## src/rtl/ex_mem_stage_if.sv

```systemverilog
// rtl/ex_mem_stage_if.sv - execute-to-memory stage bus bundle
interface ex_mem_stage_if #(
  parameter int XLEN = 32
);
  logic            in_valid;
  logic            in_ready;
  logic [XLEN-1:0] alu_result;
  logic            zero_flag;
  logic [XLEN-1:0] store_data;
  logic [4:0]      rd_addr;
  logic            reg_write;
  logic            mem_read;
  logic            mem_write;
  logic            branch_en;
  logic            branch_ne;
  logic [XLEN-1:0] branch_target_in;
  logic            flush;
  logic            out_valid;
  logic            out_ready;
  logic [XLEN-1:0] out_alu_result;
  logic [XLEN-1:0] out_store_data;
  logic [4:0]      out_rd;
  logic            out_reg_write;
  logic            out_mem_read;
  logic            out_mem_write;
  logic            branch_taken;
  logic [XLEN-1:0] branch_target;

  // Environment side: offers execute entries, consumes memory-stage entries
  modport master (
    output in_valid, alu_result, zero_flag, store_data, rd_addr,
           reg_write, mem_read, mem_write, branch_en, branch_ne,
           branch_target_in, flush, out_ready,
    input  in_ready, out_valid, out_alu_result, out_store_data, out_rd,
           out_reg_write, out_mem_read, out_mem_write, branch_taken, branch_target
  );

  // Stage side
  modport slave (
    input  in_valid, alu_result, zero_flag, store_data, rd_addr,
           reg_write, mem_read, mem_write, branch_en, branch_ne,
           branch_target_in, flush, out_ready,
    output in_ready, out_valid, out_alu_result, out_store_data, out_rd,
           out_reg_write, out_mem_read, out_mem_write, branch_taken, branch_target
  );
endinterface

```

## src/rtl/ex_mem_stage.sv

```systemverilog
// rtl/ex_mem_stage.sv - two-entry EX/MEM skid buffer with branch redirect pulse
module ex_mem_stage #(
  parameter int XLEN = 32
) (
  input logic          clk,
  input logic          reset,
  ex_mem_stage_if.slave bus
);
  typedef struct packed {
    logic [XLEN-1:0] alu_result;
    logic [XLEN-1:0] store_data;
    logic [4:0]      rd;
    logic            reg_write;
    logic            mem_read;
    logic            mem_write;
  } entry_t;

  entry_t          head_q;
  entry_t          skid_q;
  entry_t          in_entry;
  logic [1:0]      occ_q;
  logic [1:0]      occ_next;
  logic            in_ready_q;
  logic            branch_taken_q;
  logic [XLEN-1:0] branch_target_q;
  logic            push;
  logic            pop;
  logic            taken;

  // Handshake decode and next occupancy; in_ready_q is low at occ=2 so push never occurs there
  always_comb begin
    push     = bus.in_valid && in_ready_q && !bus.flush;
    pop      = (occ_q != 2'd0) && bus.out_ready;
    taken    = bus.branch_en && (bus.branch_ne ? !bus.zero_flag : bus.zero_flag);
    in_entry = '{alu_result: bus.alu_result, store_data: bus.store_data,
                 rd: bus.rd_addr, reg_write: bus.reg_write,
                 mem_read: bus.mem_read, mem_write: bus.mem_write};
    occ_next = occ_q;
    case (occ_q)
      2'd0:    if (push) occ_next = 2'd1;
      2'd1:    if (push && !pop) occ_next = 2'd2;
               else if (pop && !push) occ_next = 2'd0;
      2'd2:    if (pop) occ_next = 2'd1;
      default: occ_next = 2'd0;
    endcase
  end

  // Buffer state, registered ready and branch redirect; reset beats flush beats handshakes
  always_ff @(posedge clk) begin
    if (reset) begin
      head_q          <= '0;
      skid_q          <= '0;
      occ_q           <= 2'd0;
      in_ready_q      <= 1'b1;
      branch_taken_q  <= 1'b0;
      branch_target_q <= '0;
    end else if (bus.flush) begin
      occ_q          <= 2'd0;
      in_ready_q     <= 1'b1;
      branch_taken_q <= 1'b0;
    end else begin
      occ_q          <= occ_next;
      in_ready_q     <= (occ_next != 2'd2);
      branch_taken_q <= push && taken;
      if (push && taken) branch_target_q <= bus.branch_target_in;
      case (occ_q)
        2'd0: if (push) head_q <= in_entry;
        2'd1: begin
          if (push && pop) head_q <= in_entry;
          else if (push)   skid_q <= in_entry;
        end
        2'd2: if (pop) head_q <= skid_q;
        default: ;
      endcase
    end
  end

  assign bus.in_ready       = in_ready_q;
  assign bus.out_valid      = (occ_q != 2'd0);
  assign bus.out_alu_result = head_q.alu_result;
  assign bus.out_store_data = head_q.store_data;
  assign bus.out_rd         = head_q.rd;
  assign bus.out_reg_write  = head_q.reg_write;
  assign bus.out_mem_read   = head_q.mem_read;
  assign bus.out_mem_write  = head_q.mem_write;
  assign bus.branch_taken   = branch_taken_q;
  assign bus.branch_target  = branch_target_q;
endmodule

```

## src/flat_wrapper.sv

```systemverilog
// flat-port wrapper written by rule: the top's interface ports become plain ports
module ex_mem_stage_flat 
#(
  parameter int XLEN = 32
)
  (clk, reset, bus_in_valid, bus_alu_result, bus_zero_flag, bus_store_data, bus_rd_addr, bus_reg_write, bus_mem_read, bus_mem_write, bus_branch_en, bus_branch_ne, bus_branch_target_in, bus_flush, bus_out_ready, bus_in_ready, bus_out_valid, bus_out_alu_result, bus_out_store_data, bus_out_rd, bus_out_reg_write, bus_out_mem_read, bus_out_mem_write, bus_branch_taken, bus_branch_target);
  ex_mem_stage_if #(.XLEN(XLEN)) bus_i ();
  input logic clk;
  input logic reset;
  input wire logic [$bits(bus_i.in_valid)-1:0] bus_in_valid;
  input wire logic [$bits(bus_i.alu_result)-1:0] bus_alu_result;
  input wire logic [$bits(bus_i.zero_flag)-1:0] bus_zero_flag;
  input wire logic [$bits(bus_i.store_data)-1:0] bus_store_data;
  input wire logic [$bits(bus_i.rd_addr)-1:0] bus_rd_addr;
  input wire logic [$bits(bus_i.reg_write)-1:0] bus_reg_write;
  input wire logic [$bits(bus_i.mem_read)-1:0] bus_mem_read;
  input wire logic [$bits(bus_i.mem_write)-1:0] bus_mem_write;
  input wire logic [$bits(bus_i.branch_en)-1:0] bus_branch_en;
  input wire logic [$bits(bus_i.branch_ne)-1:0] bus_branch_ne;
  input wire logic [$bits(bus_i.branch_target_in)-1:0] bus_branch_target_in;
  input wire logic [$bits(bus_i.flush)-1:0] bus_flush;
  input wire logic [$bits(bus_i.out_ready)-1:0] bus_out_ready;
  output wire logic [$bits(bus_i.in_ready)-1:0] bus_in_ready;
  output wire logic [$bits(bus_i.out_valid)-1:0] bus_out_valid;
  output wire logic [$bits(bus_i.out_alu_result)-1:0] bus_out_alu_result;
  output wire logic [$bits(bus_i.out_store_data)-1:0] bus_out_store_data;
  output wire logic [$bits(bus_i.out_rd)-1:0] bus_out_rd;
  output wire logic [$bits(bus_i.out_reg_write)-1:0] bus_out_reg_write;
  output wire logic [$bits(bus_i.out_mem_read)-1:0] bus_out_mem_read;
  output wire logic [$bits(bus_i.out_mem_write)-1:0] bus_out_mem_write;
  output wire logic [$bits(bus_i.branch_taken)-1:0] bus_branch_taken;
  output wire logic [$bits(bus_i.branch_target)-1:0] bus_branch_target;
  assign bus_i.in_valid = bus_in_valid;
  assign bus_i.alu_result = bus_alu_result;
  assign bus_i.zero_flag = bus_zero_flag;
  assign bus_i.store_data = bus_store_data;
  assign bus_i.rd_addr = bus_rd_addr;
  assign bus_i.reg_write = bus_reg_write;
  assign bus_i.mem_read = bus_mem_read;
  assign bus_i.mem_write = bus_mem_write;
  assign bus_i.branch_en = bus_branch_en;
  assign bus_i.branch_ne = bus_branch_ne;
  assign bus_i.branch_target_in = bus_branch_target_in;
  assign bus_i.flush = bus_flush;
  assign bus_i.out_ready = bus_out_ready;
  assign bus_in_ready = bus_i.in_ready;
  assign bus_out_valid = bus_i.out_valid;
  assign bus_out_alu_result = bus_i.out_alu_result;
  assign bus_out_store_data = bus_i.out_store_data;
  assign bus_out_rd = bus_i.out_rd;
  assign bus_out_reg_write = bus_i.out_reg_write;
  assign bus_out_mem_read = bus_i.out_mem_read;
  assign bus_out_mem_write = bus_i.out_mem_write;
  assign bus_branch_taken = bus_i.branch_taken;
  assign bus_branch_target = bus_i.branch_target;
  ex_mem_stage #(.XLEN(XLEN)) u_core (.clk(clk), .reset(reset), .bus(bus_i));
endmodule
```

## config.mk

```make
export PLATFORM = sky130hd
export DESIGN_NAME = ex_mem_stage_flat
export DESIGN_NICKNAME = d
export VERILOG_FILES = /design/src/rtl/ex_mem_stage_if.sv /design/src/rtl/ex_mem_stage.sv /design/src/flat_wrapper.sv
export SDC_FILE = /design/constraint.sdc
export NUM_CORES = 1
export LEC_CHECK = 0
export ABC_AREA = 1
export CORE_ASPECT_RATIO = 1.2
export CORE_MARGIN = 4
export CORE_UTILIZATION = 48
export DETAILED_ROUTE_END_ITERATION = 16
export PLACE_DENSITY = 0.81
export SLEW_MARGIN = 20
export SYNTH_ARGS = -nofsm -noshare
export SYNTH_HDL_FRONTEND = slang
export SYNTH_SLANG_ARGS = --single-unit
```

## constraint.sdc

```tcl
create_clock -name clk -period 1.3 [get_ports clk]
set_input_delay 0.26 -clock clk [delete_from_list [all_inputs] [get_ports clk]]
set_output_delay 0.26 -clock clk [all_outputs]
set_load 0.01 [all_outputs]
```

**Yosys cells after proc, flatten, opt, wreduce, memory -nomap -nowiden**

Cells that the tools add are included.

- Equal/unequal tests: 6
- Divide/modulo/power cells: 0
- Mux-type cells: 10
- Reduce and logical (&&, ||, !) cells: 19
- Bitwise logic cells: 2
- Shift operators: 0
- Order comparisons: 0
- Multipliers: 0
- Add/subtract/negate cells: 0

Operators with widths:

| kind | count |
|---|---|
| $mux 72 | 3 |
| $pmux 72 s3 | 1 |
| $logic_and 1x1->1 | 8 |
| $mux 2 | 4 |
| $ne 2x1->1 const B | 3 |
| $pmux 2 s3 | 1 |
| $reduce_and 5->1 | 1 |
| $logic_not 1->1 | 4 |
| $reduce_and 4->1 | 1 |
| $reduce_bool 3->1 | 1 |
| $eq 2x1->1 const B | 1 |
| $eq 2x2->1 const B | 1 |
| $logic_not 2->1 | 1 |
| $ne 2x2->1 const B | 1 |
| $not 1->1 | 2 |
| $reduce_and 2->1 | 1 |
| $reduce_bool 2->1 | 1 |
| $reduce_or 2->1 | 1 |
| $mux 1 | 1 |

- Latch bits: 0
- Output and inout bits: 107
- RAM bits: 0
- Register bits: 180
- Memories kept: 0
- ROM bits: 0

**Depth between registers and ports, before layout**

- Depth after elaboration: 8
- Depth in mapped cells: 8

**Least setup slack after synthesis**

Ideal clock, no wire load.

- Kind: register -> register
- From: reg u_core.in_ready_q, in the netlist u_core.bus.in_ready
- To: reg u_core.head_q, in the netlist u_core.bus.out_alu_result[10]
- Data arrival time: 1.129 ns
- Stages on the path, launching flop included: 8
- Library setup time: 0.113 ns
- Path slack: 0.059 ns
- Period minus slack after synthesis: 1.241 ns
- Buffers on the path: 2
- Required time: 1.187 ns
- Cells stage by stage: dfxtp_1 nand3_1 nand2_1 nand3_2 buf_6 buf_6 nor2_1 nor2_1

- Longest elaborated chain between the ends: 5
- Elaborated cells on any way between the ends: 6
- Classes of those cells: eq/ne: 2; reduce/logical: 4

Ends and longest elaborated chain:

| element | line | source |
|---|---|---|
| start: declaration | ex_mem_stage.sv:23 | `logic in_ready_q;` |
| start signal: assignment | ex_mem_stage.sv:63 | `in_ready_q <= (occ_next != 2'd2);` |
| $logic_and 1x1->1 (*) (2 in series) | ex_mem_stage.sv:32 | `push = bus.in_valid && in_ready_q && !bus.flush;` |
| $logic_and 1x1->1 | ex_mem_stage.sv:69 | `if (push && pop) head_q <= in_entry;` |
| $ne 2x1->1 (no line) | - |  |
| $reduce_and 5->1 (no line) (*) | - |  |
| end signal: assignment | ex_mem_stage.sv:67 | `2'd0: if (push) head_q <= in_entry;` |
| end signal: assignment | ex_mem_stage.sv:69 |  |
| end signal: assignment | ex_mem_stage.sv:72 | `2'd2: if (pop) head_q <= skid_q;` |
| end: declaration | ex_mem_stage.sv:18 | `entry_t head_q;` |

Every way passes the cells marked *; elsewhere a longest branch is shown, timed or not.
A chain may end at the register's enable or synchronous reset.

**Final worst setup path**

- From: reg u_core.occ_q[1]
- To: reg u_core.skid_q[12] (netlist name)

- Longest elaborated chain between the ends: 5
- Elaborated cells on any way between the ends: 6
- Classes of those cells: eq/ne: 1; bitwise: 1; reduce/logical: 4

Ends and longest elaborated chain:

| element | line | source |
|---|---|---|
| start: declaration | ex_mem_stage.sv:21 | `logic [1:0] occ_q;` |
| start signal: assignment | ex_mem_stage.sv:62 | `occ_q <= occ_next;` |
| $reduce_bool 2->1 | ex_mem_stage.sv:33 | `pop = (occ_q != 2'd0) && bus.out_ready;` |
| $logic_and 1x1->1 | ex_mem_stage.sv:33 |  |
| $logic_and 1x1->1 | ex_mem_stage.sv:69 |  |
| $not 1->1 (no line) | - |  |
| $reduce_and 4->1 (no line) (*) | - |  |
| end signal: assignment | ex_mem_stage.sv:70 | `else if (push) skid_q <= in_entry;` |
| end: declaration | ex_mem_stage.sv:19 | `entry_t skid_q;` |

Marks and branches as above.

==> key figures <==
Run status
  – Status: finished, violations left
  – Violated checks: setup timing

Timing
  – Skew final: between 0.006 and 0.007 ns
  – RSZ-0062 raised after global routing: true
  – Crit share post-route: 1.19
  – Tightest Pin Transition: about 0.24 ns
  – Fin worst setup slack: -0.241 ns
  – Relative slew slack: 0.841
  – Setup violations, final: approximately 150
  – Final min period: 1.54 ns
  – Final Hold Vio Count: 0
  – Slew Viols, Final: 0
  – Fmax: 649 MHz

Die
  – Die width: approximately 120 um
  – Die H: approximately 150 um
  – Total I/O pin count: about 220
  – Starting density of the core: 0.490
  – DIE AREA: approximately 18000 um2
  – Core area: about 16000 um2
  – FP Rows: 50

Detailed routing
  – 1st-iter DRT viols: 541
  – Antenna viol nets, final: 0
  – DR pass1 iterations: 5
  – DRC: 0
  – Via density: ~5.3
  – Total number of vias: approximately 8800
  – Final WL: 29600 um
  – Avg WL per Cell: 17.8 um

Layout
  – Fin nets: roughly 1600
  – Layout cells sized above 1: 0.329
  – Number of diodes: 0
  – Most frequent cells in the layout: nand2_1 (321), dfxtp_1 (162), nor2_1 (156)
  – Area grow syn2layout: 68.8%
  – Most common cell after layout, fill and taps aside: nand2_1
  – Filler cells: 846

CTS
  – CTS Sinks: between 150 and 200
  – H-tree level count: 4
  – Worst-path clk slew: around 0.07 ns
  – CTS tree: yes
  – Clk buf depth: 2
  – Clk Latency, worst-skew pair: between 0.4 and 0.5 ns
  – Total CTS buffers: 17
  – Hold buffers post-CTS: 0
  – Root Buffer: clkbuf_16

Critical path
  – Worst setup path class: register to register
  – CP startpoint kind: register
  – Req. time, crit path: 1.62 ns
  – Crit end category: register
  – Worst EP arrival: 1.86 ns
  – CP Max Fanout: 8

Flow run
  – Maximum capacitance violations: 0

Place
  – Place WS: -0.476 ns
  – RePlAce Congestion: 0.810
  – DP Wirelength: between 10000 and 15000 um
  – I/O Buffers: around 220

Power
  – Power Density: between 1000 and 1500 nW/um2
  – PnR Total Power: ~13 mW
  – Maximum vdd drop: between 0.8 and 0.9 mV
  – Leakage: 5.80 nW

Synth
  – Synthesis warning total: 0
  – Number of synthesized register bits: 180
  – Seq/Total Area, Yosys: 0.472
  – Gate Count Post-Synth: between 1000 and 1500
  – Synthesized area per cell: about 6.5 um2
  – Synthesized net count: ~1300
  – Cell Area, Synth: between 7000 and 8000 um2
  – Yosys cell types: 17

Global route
  – First-pass GRT wire length: between 40000 and 50000 um
  – GRT Util Overall: 0.289
  – Initial antenna violation count: 0
  – Vias in the first global route: about 8200
  – GRT overflow: 0
  – Pin count of the biggest net entering global routing: 47

Worst hold path
  – Worst hold path class: input port to register
-- final timing paths --
kind	from	to	slack, ns	cells after the start
worst max register to register	u_core.occ_q[1]	u_core.skid_q[12]	-0.24	10
worst min-delay path	bus_branch_target_in[22]	u_core.bus.branch_target[22]	0.40	3
worst min register to register	u_core.bus.branch_target[26]	u_core.bus.branch_target[26]	0.46	2
worst max-delay path	u_core.occ_q[1]	u_core.skid_q[12]	-0.24	10
-- power breakdown --
part / total, mW / internal, mW / switching [mW]
combinational: 1.90 / 0.931 / 0.967
clock: 5.23 / 3.04 / 2.19
sequential: 5.78 / 5.68 / 0.0966
total: 12.9 / 9.65 / 3.25
-- per-stage QoR --
step	std cells	TNS, ns	cell area [um2]	hold WS (ns)	util
3_3_place_gp	1583	-65.23	10400	0.444	0.667
3_5_place_dp	1583	-75.34	10400	0.449	0.667
2_1_floorplan	1171	0	7630	0.395	-
5_1_grt	1665	-28.41	12900	0.405	0.827
6_report	1665	-21.36	12900	0.396	0.827
4_1_cts	1655	-14.57	12400	0.325	0.793
-- cells in the mapped netlist --
library cell | count | area, um2
nand2_1 | 397 | 1490
nor2_1 | 294 | 1100
dfxtp_1 | 180 | 3600
inv_1 | 77 | 289
o21ai_0 | 72 | 360
buf_2 | 46 | 230
a21oi_1 | 35 | 175
nand3_1 | 34 | 170
clkbuf_1 | 18 | 67.6
buf_6 | 7 | 78.8
inv_2 | 4 | 15.0
nand2_2 | 2 | 12.5
buf_4 | 1 | 7.51
clkinv_1 | 1 | 3.75
nand3_2 | 1 | 10.0
nand4_1 | 1 | 6.26
o211ai_1 | 1 | 7.51
-- layer usage --
metal / GRT usage / share of wire / wire length, um / vias up
li1: - / - / - / 4109
met1: 0.309 / 0.34 / 10100 / 4064
met2: 0.513 / 0.52 / 15300 / 465
met3: 0.0682 / 0.081 / 2400 / 143
met4: 0.162 / 0.060 / 1780 / 0
met5: 0 / 0 / 0 / -
-- critical path: stages (launching register included) --
cell and delay [ns]:
dfxtp_4 0.37, inv_4 0.07, buf_6 0.10, nand3_4 0.06
nor2_4 0.19, buf_12 0.16, buf_12 0.12, inv_12 0.05
buf_16 0.15, nor2_2 0.10, nor2_1 0.06
-- flip-flops by register name (all words and copies together) (netlist names) --
| signal | count |
|---|---|
| u_core.bus.branch_target | 32 |
| u_core.bus.out_rd | 5 |
| u_core.occ_q | 2 |
| u_core.bus.branch_taken | 1 |
| u_core.bus.in_ready | 1 |
| u_core.bus.out_reg_write | 1 |
| u_core.bus.out_store_data | 32 |
| u_core.bus.out_alu_result | 32 |
| u_core.bus.out_mem_read | 1 |
| u_core.skid_q | 72 |
| u_core.bus.out_mem_write | 1 |
-- cells by family after synthesis --
| group | after synthesis | share of synthesized area |
|---|---|---|
| simple gates | 729 | 0.366 |
| flops | 180 | 0.472 |
| buf+inv | 154 | 0.0907 |
| compound gates | 108 | 0.0712 |
-- timing repair --
action,4_1_cts,5_1_grt
hold endpoints to repair,0,0
setup buffers,22,10
gates resized for setup,457,309
endpoints found under the setup margin,250,265
pin swaps,30,63
gates cloned,19,7
-- area by class of cell --
class / instances / area [um2] / share of cell area
Clock buffer: 25 / 495 / 0.0385
Clock inverter: 7 / 96.3 / 0.00748
Inverter: 82 / 339 / 0.0263
Multi-Input combinational cell: 837 / 4400 / 0.341
Sequential cell: 180 / 3630 / 0.282
Tap cell: 208 / 260 / 0.0202
Timing Repair Buffer: 325 / 3640 / 0.283
Timing Repair inverter: 1 / 16.3 / 0.00126
Note: power is estimated with default switching activity, not from simulation.
